File: src/rtl/gray_pkg.sv
// Shared definitions for the Gray-code source: FSM states, direction codes and
// a width-generic binary-to-Gray helper.
package gray_pkg;

  localparam int unsigned FN_W = 32;

  typedef enum logic [1:0] {
    ST_IDLE = 2'd0,
    ST_RUN  = 2'd1,
    ST_DONE = 2'd2
  } state_t;

  localparam logic DIR_UP = 1'b1;
  localparam logic DIR_DN = 1'b0;

  // Callers zero-extend into FN_W bits and truncate the result back.
  function automatic logic [FN_W-1:0] bin2gray(input logic [FN_W-1:0] b);
    return b ^ (b >> 1);
  endfunction

endpackage

File: src/rtl/gray_encode.sv
// Combinational WIDTH-bit binary-to-Gray encoder.
//   bin    : binary input
//   gray_c : Gray-coded output, bin ^ (bin >> 1)
module gray_encode
  import gray_pkg::*;
#(
  parameter int unsigned WIDTH = 8
) (
  input  logic [WIDTH-1:0] bin,
  output logic [WIDTH-1:0] gray_c
);

  assign gray_c = WIDTH'(bin2gray(FN_W'(bin)));

endmodule

File: src/rtl/gray_seq_gen.sv
// Gray-code sequence source. Emits a programmed number of Gray codes, counting
// up or down modulo 2^WIDTH, one per valid/ready transfer.
//   clk, rst_n          : clock, async active-low reset
//   load_en, load_bin   : load binary counter (IDLE only)
//   start, up_dn, step_cnt : begin a run (IDLE only), direction and beat count
//   stop                : abort the current run without a done pulse
//   ready               : downstream accepts G_out this cycle
//   G_out, valid        : registered Gray code and its qualifier
//   busy, done          : run in progress / one-cycle completion pulse
module gray_seq_gen
  import gray_pkg::*;
#(
  parameter int unsigned WIDTH = 8
) (
  input  logic             clk,
  input  logic             rst_n,
  input  logic             load_en,
  input  logic [WIDTH-1:0] load_bin,
  input  logic             start,
  input  logic             up_dn,
  input  logic [WIDTH-1:0] step_cnt,
  input  logic             stop,
  input  logic             ready,
  output logic [WIDTH-1:0] G_out,
  output logic             valid,
  output logic             busy,
  output logic             done
);

  state_t           state_q;
  logic             dir_q;
  logic [WIDTH-1:0] bin_q;
  logic [WIDTH-1:0] rem_q;
  logic [WIDTH-1:0] bin_eff_c;
  logic [WIDTH-1:0] bin_step_c;
  logic [WIDTH-1:0] bin_sel_c;
  logic [WIDTH-1:0] gray_c;

  // A load coinciding with start takes effect first, so the run opens on load_bin.
  assign bin_eff_c  = load_en ? load_bin : bin_q;
  assign bin_step_c = (dir_q == DIR_UP) ? bin_q + WIDTH'(1) : bin_q - WIDTH'(1);
  // In IDLE the encoder prepares the first code; in RUN it prepares the next one.
  assign bin_sel_c  = (state_q == ST_IDLE) ? bin_eff_c : bin_step_c;

  gray_encode #(.WIDTH(WIDTH)) u_enc (
    .bin    (bin_sel_c),
    .gray_c (gray_c)
  );

  // Run sequencer with registered outputs.
  always_ff @(posedge clk or negedge rst_n) begin
    if (!rst_n) begin
      state_q <= ST_IDLE;
      dir_q   <= DIR_UP;
      bin_q   <= '0;
      rem_q   <= '0;
      G_out   <= '0;
      valid   <= 1'b0;
      busy    <= 1'b0;
      done    <= 1'b0;
    end else begin
      case (state_q)
        ST_IDLE: begin
          done <= 1'b0;
          if (load_en) bin_q <= load_bin;
          if (start) begin
            if (step_cnt != '0) begin
              state_q <= ST_RUN;
              dir_q   <= up_dn;
              rem_q   <= step_cnt;
              G_out   <= gray_c;
              valid   <= 1'b1;
              busy    <= 1'b1;
            end else begin
              state_q <= ST_DONE;
              done    <= 1'b1;
            end
          end
        end
        ST_RUN: begin
          // valid is always high here, so ready alone marks a transfer.
          if (ready) begin
            bin_q <= bin_step_c;
            G_out <= gray_c;
            rem_q <= rem_q - WIDTH'(1);
          end
          if (stop) begin
            state_q <= ST_IDLE;
            valid   <= 1'b0;
            busy    <= 1'b0;
          end else if (ready && rem_q == WIDTH'(1)) begin
            state_q <= ST_DONE;
            valid   <= 1'b0;
            busy    <= 1'b0;
            done    <= 1'b1;
          end
        end
        ST_DONE: begin
          state_q <= ST_IDLE;
          done    <= 1'b0;
        end
        default: begin
          state_q <= ST_IDLE;
          valid   <= 1'b0;
          busy    <= 1'b0;
          done    <= 1'b0;
        end
      endcase
    end
  end

endmodule

File: config.mk
export PLATFORM = sky130hd
export DESIGN_NAME = gray_seq_gen
export DESIGN_NICKNAME = d
export VERILOG_FILES = /design/src/rtl/gray_pkg.sv /design/src/rtl/gray_encode.sv /design/src/rtl/gray_seq_gen.sv
export SDC_FILE = /design/constraint.sdc
export NUM_CORES = 1
export LEC_CHECK = 0
export BUFFER_PORTS_ARGS = -buffer_cell sky130_fd_sc_hd__buf_2
export CORE_UTILIZATION = 30
export CTS_BUF_LIST = sky130_fd_sc_hd__clkbuf_8 sky130_fd_sc_hd__clkbuf_16
export DETAILED_ROUTE_END_ITERATION = 16
export PLACE_DENSITY = 0.49
export SETUP_SLACK_MARGIN = 0.02
export SYNTH_ARGS = -nofsm -noshare
export SYNTH_HDL_FRONTEND = slang
export SYNTH_SLANG_ARGS = --single-unit
File: constraint.sdc
create_clock -name clk -period 2.8 [get_ports clk]
set_input_delay 0.28 -clock clk [delete_from_list [all_inputs] [get_ports clk]]
set_output_delay 0.28 -clock clk [all_outputs]
set_load 0.1 [all_outputs]
# Word-level counts from Yosys, hierarchy flattened
# Index checks and enable logic that the tools add are counted.
[word_totals] regBits=29 inputBits=23 output_inout_bits=11 elab_cells=59
[classes] addsub=3 n_eq_ne=9 muxes=28 n_bitwise=2 reduce_logical=10
[op_table] operator="$mux W8" count=10
[op_table] operator="$pmux W8 S2" count=3
[op_table] operator="$sub A8 B1 Y8 const B" count=2
[op_table] operator="$add A8 B1 Y8 const B" count=1
[op_table] operator="$eq A8 B1 Y1 const B" count=1
[op_table] operator="$mux W1" count=8
[op_table] operator="$mux W2" count=4
[op_table] operator="$ne A2 B2 Y1 const B" count=4
[op_table] operator="$reduce_and A4 Y1" count=2
[op_table] operator="$reduce_bool A8 Y1" count=1
[op_table] operator="$xor A8 B7 Y8" count=1
[op_table] operator="$reduce_and A2 Y1" count=3
[op_table] operator="$pmux W2 S2" count=1
[op_table] operator="$ne A3 B3 Y1 const B" count=1
[op_table] operator="$pmux W1 S3" count=1
[op_table] operator="$reduce_and A3 Y1" count=1
[op_table] operator="$eq A2 B1 Y1 const B" count=1
[op_table] operator="$eq A2 B2 Y1 const B" count=1
[op_table] operator="$logic_not A2 Y1" count=1
[op_table] operator="$ne A2 B1 Y1 const B" count=1
[op_table] operator="$pmux W1 S2" count=1
[op_table] operator="$reduce_bool A2 Y1" count=1
[op_table] operator="$logic_and A1 B1 Y1" count=1
[op_table] operator="$not A1 Y1" count=1

# Depth between registers and ports, before layout
[depth] ltp_word=7 mapped_depth=8 ltp_nobuf=8

# Hierarchy
# Synthesis repeated with hierarchy kept, for this count alone.
[unflattened] cells_unflattened=229 area_unflattened_um2=2043.2
[modules_own_cells] module="gray_seq_gen" instances=1 cells_per_inst=221 area_each_um2=1974.4 seq_area_each_um2=726.9
[modules_own_cells] module="gray_encode" instances=1 cells_per_inst=8 area_each_um2=68.8 seq_area_each_um2=0.0

# Worst setup path before layout
# No wires, ideal clock.
[synth_path] path_kind="register to register" from="register dir_q" to="register bin_q[7]" setup_ps=119 t_arrival_ps=2169 t_required_ps=2681 path_slack_ps=512 path_stages_with_launch=9 n_path_buf=0 synth_period_minus_slack_ps=2288 cell_sequence="dfstp_2 -> inv_1 -> ha_1 -> a211oi_2 -> o31ai_4 -> a31o_2 -> xnor2_1 -> o41ai_1 -> o21ba_1"
[synth_between] elab_chain_len=3
[synth_lines] item="from (decl)" line="gray_seq_gen.sv:31" rtl="logic dir_q;"
[synth_lines] item="from (signal assigned)" line="gray_seq_gen.sv:69" rtl="dir_q <= up_dn;"
[synth_lines] item="$mux W8" line="gray_seq_gen.sv:41" rtl="assign bin_step_c = (dir_q == DIR_UP) ? bin_q + WIDTH'(1) : bin_q - WIDTH'(1);"
[synth_lines] item="$mux W8" line="gray_seq_gen.sv:82" rtl="if (ready) begin"
[synth_lines] item="$pmux W8 S2" line="gray_seq_gen.sv:62" rtl="case (state_q)"
[synth_lines] item="to (signal assigned)" line="gray_seq_gen.sv:65" rtl="if (load_en) bin_q <= load_bin;"
[synth_lines] item="to (signal assigned)" line="gray_seq_gen.sv:83" rtl="bin_q <= bin_step_c;"
[synth_lines] item="to (decl)" line="gray_seq_gen.sv:32" rtl="logic [WIDTH-1:0] bin_q;"
# No other way between the ends. The select of a mux whose other input is x is not followed.
# A chain may end at the register's enable or synchronous reset.

# Final worst setup path
# Same ends and word-level chain as after synthesis.

==> impl_metrics.tcl <==
set metrics [dict create \
    finalSetupTns_ns 0 \
    cts.sinks 29 \
    critPathLaunchType "flop" \
    synth_largest_area_cell "dfrtp_1" \
    slew_headroom 0.5049 \
    clk_latency_ns 0.28 \
    critPathMaxFanout 7 \
    core_area_sq_um 6459 \
    cts.path.max_buffers 2 \
    syn_area_per_cell_sq_um 8.377 \
    synth_ff_type "dfrtp_1" \
    drive_gt1_frac 0.2166 \
    final_util 0.3658 \
    antenna_found_initial 0 \
    finClkSkew_ns 0.005513 \
    hold_class "primary input to async pin" \
    violations "design-rule violations" \
    max_freq_mhz 405.9 \
    die_area_sq_um 7119 \
    syn_area_sq_um 2036 \
    area_growth_pct 16.04 \
    first_pass_iters 10 \
    rsz0062_at_grt "no" \
    wirelength_microns 5396 \
    outcome "complete, but fails checks" \
    ioPinCount 34 \
    post-route-period-util 0.8800 \
    regArea_sq_um 726.9 \
    dp_hpwl_microns 3968 \
    initial_core_util 0.3152 \
    nNetsFinal 308 \
    cts_hold_buf 0 \
    slowest_delay_ns 0.58 \
    routed_via_density 5.251 \
    grt_use_total 0.1630 \
    die-height_microns 84.38 \
    port_buffers 33 \
    async_reset_ff_frac 1.000 \
    cts.repair.resized 0 \
    vias 1859 \
    yosysSeqAreaShare 0.3571 \
    diodes 0 \
    power-per-cell-area_nw_per_um2 1224 \
    synth_area_leaders "dfrtp_1 (34%), a21oi_1 (5.2%), nand2_1 (5.2%)" \
    cts_tree "yes" \
    die_width_microns 84.38 \
    crit_path_end_kind "flop" \
    ir_drop_mv 0.3227 \
    drtIter0Drc 110 \
    gp_congestion 0.8101 \
    ys_ff_latch 29 \
    rows 29 \
    drc 2 \
    synth_fp_nets 275 \
    cpLargestDelayFamily "compound AO/OA/AOI/OAI gates" \
    synthCells 243 \
    worstPathRequired_ns 2.98 \
    synth_top_area_share 0.3442 \
    post-cts-setup-buffers 0 \
    h-tree-depth 2 \
    grt_pass1_wl_microns 9108 \
    max_cap_viol_count 0 \
    ctsRootBufferMaster "clkbuf_8" \
    ant_nets 0 \
    power_uw 2892 \
    worstPathArrival_ns 2.64 \
    cts_buffers 5 \
    cp_cell_sequence "inv_1 > ha_1 > a211oi_2 > o31ai_4 > a31o_2 > xnor2_1 > o41ai_1 > o21ba_1" \
    critPathSlowestCell "dfstp_2" \
    path_buf_inv 1 \
    final_hold_viol_count 0 \
    critPathKind "flop to flop" \
    setup_viol_count_final 0 \
    grt_pass1_vias 1859 \
    grt_max_degree 30 \
    synth_edf_count 0 \
    ys_types 47 \
    p_leak_uw 0.001047 \
    period_needed_ns 2.464 \
    grt-ovfl-total 0 \
    yosys_warnings 0 \
    routedWlPerCell_microns 15.24 \
    slew_viol_final 0 \
    path_clk_slew_ns 0.07 \
    nFillCells 691 \
    worst_pin_slew_ns 0.7427 \
    multi_input_area_sq_um 1216 \
]
[cells in the final DEF, fill, tap and decap left out, types with 5 or more instances in the layout]
master    count
nand2_1      28
inv_1        10
xnor2_1       9
clkbuf_8      6
or3_1         5
nor3_1        7
o21ai_0      15
ha_1          8
nor2_1       21
nand3_1       6
o21ai_1      13
dfrtp_1      28
buf_2        33
a31oi_1       5
mux2_2        5
a21oi_1      21
[cells in the mapped netlist, types with 3 or more instances]
cell       number
mux2_2          5
nand3_1         6
a21o_1          3
inv_1           8
o22a_1          3
clkbuf_1        4
dfrtp_1        28
ha_1            8
o21ai_1        13
o22ai_1         4
buf_2           5
o2bb2ai_1       3
nor2_1         21
or3_1           5
xnor2_1         9
a31oi_1         5
a211oi_1        4
a21oi_1        21
o21ai_0        15
nor3_1          7
nand2_1        28
[path summary, 6_finish.rpt]
| kind | from | end | slack [ns] | depth (start not counted) |
|---|---|---|---|---|
| min in group clk | up_dn | dir_q$_DFFE_PN1P_ | 0.24 | 2 |
| worst min-delay path | rst_n | busy$_DFFE_PN0P_ | 0.05 | 1 |
| worst max-delay path | dir_q$_DFFE_PN1P_ | bin_q[7]$_DFFE_PN0P_ | 0.34 | 8 |
| worst max register to register | dir_q$_DFFE_PN1P_ | bin_q[7]$_DFFE_PN0P_ | 0.34 | 8 |
| worst min register to register | G_out[0]$_DFFE_PN0P_ | G_out[0]$_DFFE_PN0P_ | 0.48 | 2 |
| max in group asynchronous | rst_n | G_out[3]$_DFFE_PN0P_ | 2.28 | 1 |
[state kept, by name, summed over array words and instances (netlist names)]
name / count
state_q: 2
G_out: 8
done: 1
rem_q: 8
dir_q: 1
busy: 1
bin_q: 8
[cell type report]
type	instances	share of cell area
Multi-Input combinational cell	193	0.5148
Sequential cell	29	0.3077
Timing Repair Buffer	37	0.08263
Tap cell	77	0.04078
Clock buffer	6	0.03496
Inverter	10	0.01589
Clock inverter	2	0.003178
[where the power goes]
group	total [uW]	switching [uW]	leakage (uW)	internal [uW]
logic	1800	1200	0.000650	601
registers	734	143	0.000344	590
clock network	360	167	0.0000538	193
total	2890	1510	0.00105	1380
[routing by layer]
metal  vias to the layer above  track usage  wire length, microns
li1                        949            -                     -
met1                       875       0.2196                  2802
met2                        28       0.2593                  2340
met3                         7      0.03441                   154
met4                         0      0.05855                    98
met5                         -            0                     0
[per-stage QoR]
step | hold WS, ns | cell area (sq um) | instances | setup slack, ns
after floorplan | -0.01559 | 2036 | 243 | 0.5122
after global placement | 0.3848 | 2272 | 346 | 0.4052
after detailed placement | 0.3823 | 2272 | 346 | 0.3618
after CTS | 0.06960 | 2362 | 354 | 0.3341
after global routing | 0.1022 | 2362 | 354 | 0.2003
final | 0.04734 | 2362 | 354 | 0.3361
[kinds of logic (layout without fill, tap and decap cells)]
logic type | Yosys count | in the layout | synth area share
AO/OA/AOI/OAI | 87 | 87 | 0.2753
AND/OR/NAND/NOR | 79 | 79 | 0.1782
flip-flops | 29 | 29 | 0.3571
buffers and inverters | 21 | 55 | 0.04548
XOR/XNOR | 11 | 11 | 0.04733
adder cells (fa/ha/maj) | 9 | 9 | 0.05901
multiplexers | 7 | 7 | 0.03749
Note: power is estimated with default switching activity, not from simulation.
